File: src/rtl/vedic_mac_accum.sv
// Frame multiply-accumulate built on a 3x3 Vedic (Urdhva-Tiryagbhyam) multiplier with valid/ready ports.
// Optional build macro ACC_SAT_EN: clamp the accumulator at 2^ACC_W-1 on overflow instead of wrapping.

module vedic_mul3 (
    input  logic [2:0] a,
    input  logic [2:0] b,
    output logic [5:0] r
);
    logic [1:0] col1_s;
    logic [2:0] col2_s;
    logic [2:0] col3_s;
    logic [1:0] col4_s;

    // Vertical/crosswise columns, each column's carry rippling into the next.
    always_comb begin
        col1_s = {1'b0, a[1] & b[0]} + {1'b0, a[0] & b[1]};
        col2_s = {2'b00, a[2] & b[0]} + {2'b00, a[1] & b[1]} + {2'b00, a[0] & b[2]}
               + {2'b00, col1_s[1]};
        col3_s = {2'b00, a[2] & b[1]} + {2'b00, a[1] & b[2]} + {1'b0, col2_s[2:1]};
        col4_s = {1'b0, a[2] & b[2]} + col3_s[2:1];
        r      = {col4_s, col3_s[0], col2_s[0], col1_s[0], a[0] & b[0]};
    end
endmodule

module vedic_mac_accum #(
    parameter int ACC_W = 8,
    parameter int COUNT = 8
) (
    input  logic             clk,
    input  logic             rst,
    input  logic             in_valid,
    output logic             in_ready,
    input  logic [2:0]       a,
    input  logic [2:0]       b,
    output logic             out_valid,
    input  logic             out_ready,
    output logic [ACC_W-1:0] result,
    output logic             ovf
);
    localparam int CNT_W = $clog2(COUNT + 1);
    localparam logic [CNT_W-1:0] CNT_LAST = CNT_W'(COUNT - 1);

    typedef enum logic [1:0] {
        S_ACC   = 2'd0,
        S_FLUSH = 2'd1,
        S_OUT   = 2'd2
    } state_t;

    state_t           state_r, state_next_s;
    logic             in_ready_r, out_valid_r;
    logic [CNT_W-1:0] cnt_r;
    logic [2:0]       a_r, b_r;
    logic             p_vld_r;
    logic [ACC_W-1:0] acc_r, acc_add_s;
    logic             ovf_r, carry_s;
    logic [5:0]       prod_s;
    logic [ACC_W:0]   sum_s;
    logic             accept_s, handoff_s;

    vedic_mul3 u_mul (
        .a (a_r),
        .b (b_r),
        .r (prod_s)
    );

    assign accept_s  = in_valid && in_ready_r;
    assign handoff_s = out_valid_r && out_ready;
    assign in_ready  = in_ready_r;
    assign out_valid = out_valid_r;
    assign result    = acc_r;
    assign ovf       = ovf_r;

    // Next-state logic for the accept / flush / output frame sequence.
    always_comb begin
        state_next_s = state_r;
        case (state_r)
            S_ACC: begin
                if (accept_s && (cnt_r == CNT_LAST)) state_next_s = S_FLUSH;
                else                                 state_next_s = S_ACC;
            end
            S_FLUSH: state_next_s = S_OUT;
            S_OUT: begin
                if (handoff_s) state_next_s = S_ACC;
                else           state_next_s = S_OUT;
            end
            default: state_next_s = S_ACC;
        endcase
    end

    // State register; handshake flags are registered from the next state so they track it exactly.
    always_ff @(posedge clk) begin
        if (rst) begin
            state_r     <= S_ACC;
            in_ready_r  <= 1'b1;
            out_valid_r <= 1'b0;
        end else begin
            state_r     <= state_next_s;
            in_ready_r  <= (state_next_s == S_ACC);
            out_valid_r <= (state_next_s == S_OUT);
        end
    end

    // Accumulator update with overflow detection; saturating build pins acc at full scale.
    always_comb begin
        sum_s   = {1'b0, acc_r} + (ACC_W + 1)'(prod_s);
        carry_s = sum_s[ACC_W];
`ifdef ACC_SAT_EN
        if (carry_s || ovf_r) acc_add_s = {ACC_W{1'b1}};
        else                  acc_add_s = sum_s[ACC_W-1:0];
`else
        acc_add_s = sum_s[ACC_W-1:0];
`endif
    end

    // Operand capture, frame counting and accumulation pipeline.
    always_ff @(posedge clk) begin
        if (rst) begin
            a_r     <= 3'd0;
            b_r     <= 3'd0;
            p_vld_r <= 1'b0;
            cnt_r   <= {CNT_W{1'b0}};
            acc_r   <= {ACC_W{1'b0}};
            ovf_r   <= 1'b0;
        end else begin
            p_vld_r <= accept_s;
            if (accept_s) begin
                a_r <= a;
                b_r <= b;
            end
            if (handoff_s)     cnt_r <= {CNT_W{1'b0}};
            else if (accept_s) cnt_r <= cnt_r + CNT_W'(1);
            // A product is never pending during the output handoff, so the two cannot collide.
            if (handoff_s) begin
                acc_r <= {ACC_W{1'b0}};
                ovf_r <= 1'b0;
            end else if (p_vld_r) begin
                acc_r <= acc_add_s;
                ovf_r <= ovf_r | carry_s;
            end
        end
    end
endmodule

File: config.mk
export PLATFORM = sky130hd
export DESIGN_NAME = vedic_mac_accum
export DESIGN_NICKNAME = d
export VERILOG_FILES = /design/src/rtl/vedic_mac_accum.sv
export SDC_FILE = /design/constraint.sdc
export NUM_CORES = 1
export LEC_CHECK = 0
export BUFFER_PORTS_ARGS = -buffer_cell sky130_fd_sc_hd__clkbuf_2
export CAP_MARGIN = 30
export CORE_ASPECT_RATIO = 1.4
export CORE_MARGIN = 10
export CORE_UTILIZATION = 38
export CTS_CLUSTER_DIAMETER = 40
export DETAILED_ROUTE_END_ITERATION = 8
export PLACE_DENSITY = 0.54
export SLEW_MARGIN = 20
export SYNTH_ARGS = -nofsm -noshare
export SYNTH_HDL_FRONTEND = slang
export SYNTH_SLANG_ARGS = --single-unit
File: constraint.sdc
create_clock -name clk -period 5.7 [get_ports clk]
set_input_delay 0.855 -clock clk [delete_from_list [all_inputs] [get_ports clk]]
set_output_delay 0.855 -clock clk [all_outputs]
set_load 0.1 [all_outputs]
==> flow_summary.toml, run 1 <==
[yosys]
synth-main-ff-cell = "dfxtp_1"
synth-edff-count = 0
synth-xor-area-share_pct = 3.385
synth_top_area_share_pct = 37.14
synth.yosys.seq_area_share_pct = 37.14
synthCells = 145
postSynthAreaPerCell_um2 = 8.922
synth_warnings = 0
synth_top_family_by_area = "simple AND/OR/NAND/NOR gates"
synthSimpleGateAreaFrac_pct = 21.86
synth.area.mux_share_pct = 3.095
synth_cell_types = 32
synthArstFlopShare_pct = 0
syn-num-nets = 171
synth_fa_ha_area_share_pct = 17.21
synth_area_leaders = "dfxtp_1 (37%), ha_1 (13%), nand2_1 (5.8%), fa_1 (4.6%), and2_1 (4.4%)"
synth.most_common_cell = "dfxtp_1"
synth_area_leader_cell = "dfxtp_1"
syn_area_um2 = 1294
synth-compound-area-share_pct = 14.31
synth.top_cells.by_count = "dfxtp_1 (24), nand2_1 (20), ha_1 (13)"
ys_ff_latch = 24

[clock_tree]
cts_root_buf = "clkbuf_8"
clockBufferDepth = 2
path_clk_slew_ns = 0.09
htree_levels = 1
clk-insertion-delay-late_ns = 0.26
cts_tree = "built"
cts_resized = 0
hold_buffers = 0
postCtsSetupBuffers = 0
cts_buffers = 3
cts.sink_count = 24

[power]
power_uw = 324.5
p_per_area_nw_per_um2 = 219.4
max-vdd-ir-drop_uv = 129.8
leakagePower_nw = 0.7142

[global_route]
grt-ovfl-total = 0
grtUsageMet1_pct = 9.345
use_met3_pct = 3.000
grtUsageTotal_pct = 9.246
grt_pass1_wl_um = 4767
globalRoute.busiestLayer = "met2"
grt_use_met2_pct = 17.42
antenna_found_initial = 0
grt_pass1_vias = 1098
grt_max_degree = 14

[timing]
skew_ns = 0.007018
maxSlewViolCount = 0
period_needed_ns = 3.777
worst_pin_slew_ns = 0.7322
timing.final.crit_share_pct = 66.26
slew_headroom_pct = 51.18
max_freq_mhz = 264.8
rsz0062_at_grt = "false"
hold_viol = 0
setup_violations = 0
finalSetupTns_ns = 0

[critical_path]
end_kind = "flip-flop"
worstPathArrival_ns = 3.94
cpPeakStageDelay_ns = 0.43
path_cells = "and2_1, ha_1, inv_1, fa_1, inv_1, ha_1, ha_1, fa_1, ha_1, ha_1, and2_2, a311oi_1, a2111oi_0, nand3b_1"
critPathRequiredTime_ns = 5.86
worstPathMaxFanout = 7
slowest_stage = "fa_1"
crit_top_cell = "ha_1"
path_class = "reg2reg"
cp-start-kind = "flip-flop"

[layout]
nets = 192
final_cells = 205
drive_gt1_share_pct = 16.36
area_growth_pct = 14.31
final_core_util_pct = 44.60
antenna_cells = 0
fin_area_um2 = 1479

[route]
viasPerCell = 5.229
via_count = 1072
wl_um = 2712
drt_iter0_drc = 27
postRouteAntennaNets = 0
wl_per_cell_um = 13.23
drcViolationCount = 0
dr.pass1.iters = 6

[floorplan]
start_util_pct = 39.02
coreArea_um2 = 3316
row_count = 25
dieArea_um2 = 6172
io_pins = 21
die_y_um = 89.04
die-width_um = 69.32

[place]
dp_cells = 201
gp_congestion = 0.7371
postPlaceCellArea_um2 = 1424
io_buffers = 20
dpl.hpwl_um = 2195

[hold_path]
hold_class = "reg2reg"

[status]
status = "finished, final reports clean"

[job]
drv_cap = 0
==> layout by cell type, fill, tap and decap left out, types with 2 or more instances in the layout <==
| cell | instances |
|---|---|
| o21ai_0 | 4 |
| and3_1 | 2 |
| nand3_1 | 6 |
| clkbuf_8 | 4 |
| and2_1 | 9 |
| mux2i_1 | 4 |
| dfxtp_1 | 24 |
| xnor2_1 | 2 |
| fa_1 | 3 |
| nand4_1 | 2 |
| a211oi_1 | 3 |
| nor2_1 | 12 |
| nand2_1 | 20 |
| o211ai_1 | 2 |
| clkbuf_2 | 20 |
| a21o_1 | 2 |
| inv_1 | 5 |
| ha_1 | 13 |
| a21oi_1 | 11 |
| a311oi_1 | 2 |
| xor2_1 | 3 |
==> per-stage QoR <==
step                hold slack (ns)  setup WS (ns)
global placement             0.4537          2.009
global route                 0.5073          1.706
CTS                          0.4762          1.906
floorplan                    0.4485          2.169
finish                       0.4681          1.923
detailed placement           0.4614          1.903
==> cell type report <==
cell class / count / area, um^2
fillers: 362 / 1837
multi-input cells: 112 / 774.5
flip-flops and latches: 24 / 480.5
repair buffers: 20 / 100.1
clock buffers: 4 / 55.05
well taps: 40 / 50.05
inverters: 5 / 18.77
==> flip-flops by register name, indices dropped and copies added (netlist names) <==
register and flops:
b_r 3, cnt_r 4, in_ready 1, out_valid 1, state_r 2, result 8
a_r 3, ovf 1, p_vld_r 1
==> layer usage <==
| metal | part of all wire (%) | wire (um) | up-vias |
|---|---|---|---|
| met3 | 4.6 | 126 | 4 |
| met2 | 51 | 1381 | 15 |
| li1 | - | - | 546 |
| met4 | 1.1 | 30 | 0 |
| met1 | 43 | 1172 | 507 |
| met5 | 0 | 0 | - |
==> report_power, final <==
part,total [mW],switching (mW),leakage (nW),internal [mW]
Clock,0.116,0.0540,0.0288,0.0616
Sequential,0.178,0.00512,0.195,0.173
Combinational,0.0313,0.0204,0.490,0.0109
Total,0.325,0.0795,0.714,0.245
==> worst max-delay path: cells and delay by family (launching register included) <==
kind / cells / cell delay, ns
adder cells (fa/ha/maj): 7 / 2.17
buffers and inverters: 2 / 0.11
AO/OA/AOI/OAI: 2 / 0.49
flip-flops: 1 / 0.33
AND/OR/NAND/NOR: 3 / 0.57
==> kinds of logic after synthesis <==
logic type / count (synthesis)
multiplexers: 4
flip-flops: 24
AO/OA/AOI/OAI: 29
adder cells (fa/ha/maj): 16
AND/OR/NAND/NOR: 58
XOR/XNOR: 5
buffers and inverters: 9
==> worst paths after layout <==
| path | startpoint | endpoint | slack [ns] | cells after the start |
|---|---|---|---|---|
| max | a_r[1] | result[5] | 1.92 | 14 |
| min | ovf | ovf | 0.47 | 2 |
| max reg2reg | a_r[1] | result[5] | 1.92 | 14 |
| min reg2reg | ovf | ovf | 0.47 | 2 |
Note: power is estimated with default switching activity, not from simulation.
==> run 2, diff against run 1 <==
==> constraint.sdc (replaced) <==
create_clock -name clk -period 3.5 [get_ports clk]
set_input_delay 0.525 -clock clk [delete_from_list [all_inputs] [get_ports clk]]
set_output_delay 0.525 -clock clk [all_outputs]
set_load 0.1 [all_outputs]
==> run 2 against run 1 <==
Effect of this change:
- critical path type unchanged
- worst setup slack got worse by 1.8 ns
- worst hold slack got worse by 0.011 ns
- largest cell class unchanged
- core utilization increased by 5.5 points
- die area unchanged
- combinational power increased by 89%
- fmax increased by 10%
- non-clock buffer count increased by 8
- power increased by 67%
- critical path depth unchanged
- cell count increased by 3.9%
==> flow_summary.toml, run 2 (same netlist as run 1, synthesis figures left out) <==
[status]
status = "finished, final reports clean"

[layout]
largest_register_ffs = 8
area_growth_pct = 28.34
layout_commonest_cell = "dfxtp_1"
final_core_util_pct = 50.08
final_cell_mix = "dfxtp_1 (21), nand2_1 (20), clkbuf_2 (20)"
antenna_cells = 0
nets = 200
drive_gt1_share_pct = 31.21

[critical_path]
rrSetupSlack_ns = 0.08
worstPathMaxFanout = 6
path_class = "reg2reg"
endpoint = "result[5]"
cp-start-kind = "flip-flop"
worstPathArrival_ns = 3.63
critPathLaunch = "b_r[1]"
cpPeakStageDelay_ns = 0.56
slowest_stage = "fa_1"
reg2reg_depth = 14
r2r-end = "result[5]"
critPathRequiredTime_ns = 3.71
path_cells = "and2_4, ha_4, inv_2, fa_2, inv_2, ha_4, ha_4, fa_1, ha_4, ha_4, buf_6, nand4_1, a2111oi_2, nand3b_1"
r2r_start = "b_r[1]"
end_kind = "flip-flop"
crit_top_cell = "ha_4"

[hold_path]
min_path_cells = 3
hold_class = "in2reg"
hp-start = "b[1]"

[power]
power_uw = 542.3
p_per_area_nw_per_um2 = 326.6
power_frac_comb_pct = 10.9
p_sw_share_pct = 25.35
clockPowerShare_pct = 35.8
netSwitchingPower_uw = 137.5
max-vdd-ir-drop_uv = 252.7
power_frac_seq_pct = 53.3
leakagePower_nw = 0.7475
power.internal_uw = 404.8

[floorplan]
coreArea_um2 = 3316
die-width_um = 69.32
start_util_pct = 39.02
die_y_um = 89.04
row_count = 25
dieArea_um2 = 6172
io_pins = 21

[route]
via_count = 1113
drt_iter0_drc = 43
dr.pass1.iters = 4
wl_um = 2968
wl_per_cell_um = 13.93
viasPerCell = 5.225
drcViolationCount = 0
postRouteAntennaNets = 0

[clock_tree]
clk-insertion-delay-late_ns = 0.27
cts.sink_count = 24
htree_levels = 1
cts_buffers = 3
cts_root_buf = "clkbuf_8"
path_clk_slew_ns = 0.09
clockBufferDepth = 2
hold_buffers = 0
cts_tree = "built"

[timing]
maxSlewViolCount = 0
setup_violations = 0
skew_ns = 0.005975
worst_pin_slew_ns = 0.8121
hold_viol = 0
max_freq_mhz = 292.3
timing.final.crit_share_pct = 97.76
period_needed_ns = 3.422
slew_headroom_pct = 45.86

[place]
dpl.hpwl_um = 2280
gp_congestion = 0.8176
io_buffers = 20

[global_route]
grt-ovfl-total = 0
grt_max_degree = 14
antenna_found_initial = 0
grt_pass1_wl_um = 5037
grtUsageTotal_pct = 9.732
grt_pass1_vias = 1142

[job]
drv_cap = 0
[run 2: changes by cell type in the layout (fill, tap and decap cells not counted), sizes merged]
cell  delta
buf      +8
[run 2: timing repair]
item	in CTS	in global routing
pin swaps	4	10
buffers inserted	1	0
setup endpoints to repair	4	4
gates resized for setup	12	15
[run 2: how the worst min path moves through the flow]
stage / endpoint
after detailed placement: ovf
after CTS: b_r[1]
final: b_r[1]
after global routing: a_r[1]
after floorplan: a_r[1]
after global placement: ovf
[run 2: final cells by class]
class / count / area, um^2
fillers: 334 / 1655
clock buffers: 4 / 55.05
well taps: 40 / 50.05
inverters: 5 / 18.77
flip-flops and latches: 24 / 484.2
repair buffers: 28 / 163.9
multi-input cells: 112 / 888.4
[run 2: routing by layer]
metal	share of wire (%)	track usage [%]	up-vias
li1	-	-	563
met4	1.2	3.853	0
met5	0	0	-
met3	6.9	3.556	4
met1	41	9.796	525
met2	51	17.92	21
[run 2: per-stage QoR]
step | setup WS, ns | cells | cell area [um^2] | TNS, ns | hold slack (ns)
after floorplan | -0.02050 | 145 | 1300 | -0.02924 | 0.4485
after global placement | -0.06983 | 208 | 1483 | -0.1138 | 0.4531
after detailed placement | -0.1617 | 208 | 1483 | -0.3635 | 0.4534
after CTS | 0.01418 | 213 | 1593 | 0 | 0.4548
after global routing | -0.04504 | 213 | 1660 | -0.05397 | 0.4668
final | 0.07845 | 213 | 1660 | 0 | 0.4576
[run 2: worst max-delay path: cells and delay by family (launching register included)]
family          cells  cell delay (ns)
fa+ha+maj           7             1.97
buf+inv             3             0.21
compound gates      1             0.38
flops               1             0.34
simple gates        3             0.45
[run 2: power by group through the flow]
stage	Combinational (mW)	Clock, mW	Sequential (mW)
2_1_floorplan	0.0310	0	0.302
3_3_place_gp	0.0551	0	0.295
3_5_place_dp	0.0556	0	0.295
4_1_cts	0.0583	0.197	0.289
5_1_grt	0.0668	0.207	0.291
6_report	0.0593	0.194	0.289
==> run 3, diff against run 2 <==
--- a/config.mk
+++ b/config.mk
@@ -9,10 +9,10 @@
 export CAP_MARGIN = 30
 export CORE_ASPECT_RATIO = 1.4
 export CORE_MARGIN = 10
-export CORE_UTILIZATION = 38
+export CORE_UTILIZATION = 55
 export CTS_CLUSTER_DIAMETER = 40
 export DETAILED_ROUTE_END_ITERATION = 8
-export PLACE_DENSITY = 0.54
+export PLACE_DENSITY = 0.75
 export SLEW_MARGIN = 20
 export SYNTH_ARGS = -nofsm -noshare
 export SYNTH_HDL_FRONTEND = slang
==> run 3 against run 2 <==
Effect of this change:
- cell area down 3.5%
- largest cell class unchanged
- fmax up 0.73%
- first-iteration DRC count down 51%
- non-clock buffer count stayed put
- largest power group unchanged
- clock-buffer cell count decreased by 1
- critical path type unchanged
- sequential power hardly changed
- combinational power grew 2%
- clock skew down 0.0029 ns
==> flow_summary.toml, run 3 (same netlist as run 1, synthesis figures left out) <==
[status]
status = "finished, final reports clean"

[floorplan]
die_y_um = 77.39
start_util_pct = 58.75
coreArea_um2 = 2202
die-width_um = 60.99
row_count = 20
io_pins = 21
dieArea_um2 = 4720

[power]
power_uw = 467.8
leakagePower_nw = 0.7320
p_per_area_nw_per_um2 = 292.1
max-vdd-ir-drop_uv = 367.6

[clock_tree]
cts.sink_count = 24
path_clk_slew_ns = 0.12
cts_buffers = 3
cts_root_buf = "clkbuf_4"
htree_levels = 1
cts_tree = "built"
clockBufferDepth = 2
clk-insertion-delay-late_ns = 0.30

[critical_path]
slowest_stage = "fa_1"
path_class = "reg2reg"
critPathLaunch = "b_r[1]"
rrSetupSlack_ns = 0.10
worstPathMaxFanout = 4
worstPathArrival_ns = 3.64
cp.depth = 15
r2r-end = "result[7]"
cp-start-kind = "flip-flop"
crit_buf_inv = 2
crit_top_cell = "ha_4"
endpoint = "result[7]"
crit_family = "adder cells"
cpPeakStageDelay_ns = 0.48
critPathRequiredTime_ns = 3.74
path_cells = "and2_4, ha_4, inv_2, fa_2, inv_2, ha_4, ha_4, fa_1, ha_4, xor2_1, ha_2, o21a_1, o211ai_1, a21oi_2, mux2i_1"
end_kind = "flip-flop"
r2r_start = "b_r[1]"
reg2reg_depth = 15

[route]
viasPerCell = 5.845
drcViolationCount = 0
via_count = 1134
postRouteAntennaNets = 0
wl_per_cell_um = 15.98
dr.pass1.iters = 4
drt_iter0_drc = 21
wl_um = 3100

[place]
preCtsSetupSlack_ns = -0.1638
gp_congestion = 0.8703
io_buffers = 20
dpl.hpwl_um = 2327
postPlaceCellArea_um2 = 1460

[layout]
largest_register_ffs = 8
layout_commonest_cell = "dfxtp_1"
antenna_cells = 0
drive_gt1_share_pct = 30.23
fin_area_um2 = 1602
nets = 200
fillCellCount = 173
final_cell_mix = "dfxtp_1 (21), nand2_1 (20), clkbuf_2 (20)"
area_growth_pct = 23.79

[global_route]
grt-ovfl-total = 0
antenna_found_initial = 0
grt_max_degree = 13
grt_pass1_wl_um = 5119
grt_pass1_vias = 1187
grtUsageTotal_pct = 13.53

[timing]
holdWs_ns = 0.4178
max_freq_mhz = 294.4
setup_ws_ns = 0.1034
hold_viol = 0
finalSetupTns_ns = 0
worst_pin_slew_ns = 0.7359
maxSlewViolCount = 0
setup_violations = 0
rsz0062_at_grt = "true"
slew_headroom_pct = 50.94
timing.final.crit_share_pct = 97.05
skew_ns = 0.003108
period_needed_ns = 3.397

[job]
drv_cap = 0

[hold_path]
hold_class = "in2reg"
run 3: routing by layer:
layer	vias up	share of wire (%)	wire (um)	global-route usage [%]
met5	-	0	0	0
met4	0	3.1	97	5.727
met3	8	4.8	150	3.257
met2	26	55	1696	25.05
met1	530	37	1156	13.28
li1	570	-	-	-
run 3: timing repair:
action,in CTS,in global routing
setup endpoints to repair,4,4
resized for setup,16,9
pin swaps,11,9
hold buffers,0,0
setup buffers,0,1
run 3: power by group:
part / leakage [nW] / internal (mW) / switching (mW)
Combinational: 0.522 / 0.0231 / 0.0374
Clock: 0.0138 / 0.0401 / 0.0774
Sequential: 0.196 / 0.282 / 0.00808
run 3: worst reg2reg max path: stages, from the launching register on:
cell,delay [ns]
dfxtp_2,0.36
and2_4,0.16
ha_4,0.26
inv_2,0.03
fa_2,0.34
inv_2,0.07
ha_4,0.19
ha_4,0.15
fa_1,0.48
ha_4,0.18
xor2_1,0.14
ha_2,0.37
o21a_1,0.14
o211ai_1,0.10
a21oi_2,0.16
mux2i_1,0.20
run 3: layout make-up:
cell class                 instances  area [um^2]  area share [%]
tap                               22        27.53           1.719
inverter                           5        18.77           1.172
timing repair buffer              28        163.9           10.23
clock buffer                       3        22.52           1.406
sequential                        24        484.2           30.23
multi-input combinational        112        884.6           55.23
run 3: worst min path at each step:
stage | depth (start not counted) | endpoint | startpoint
finish | 3 | b_r[1] | b[1]
global route | 3 | a_r[1] | a[1]
CTS | 3 | a_r[1] | a[1]
detailed placement | 2 | ovf | ovf
global placement | 2 | ovf | ovf
floorplan | 2 | a_r[1] | a_r[1]
run 3: stage by stage:
stage | utilization [%] | std cells
6_report | 72.73 | 194
5_1_grt | 72.73 | 194
4_1_cts | 70.45 | 193
3_5_place_dp | 66.31 | 190
3_3_place_gp | 66.31 | 190
2_1_floorplan | - | 145
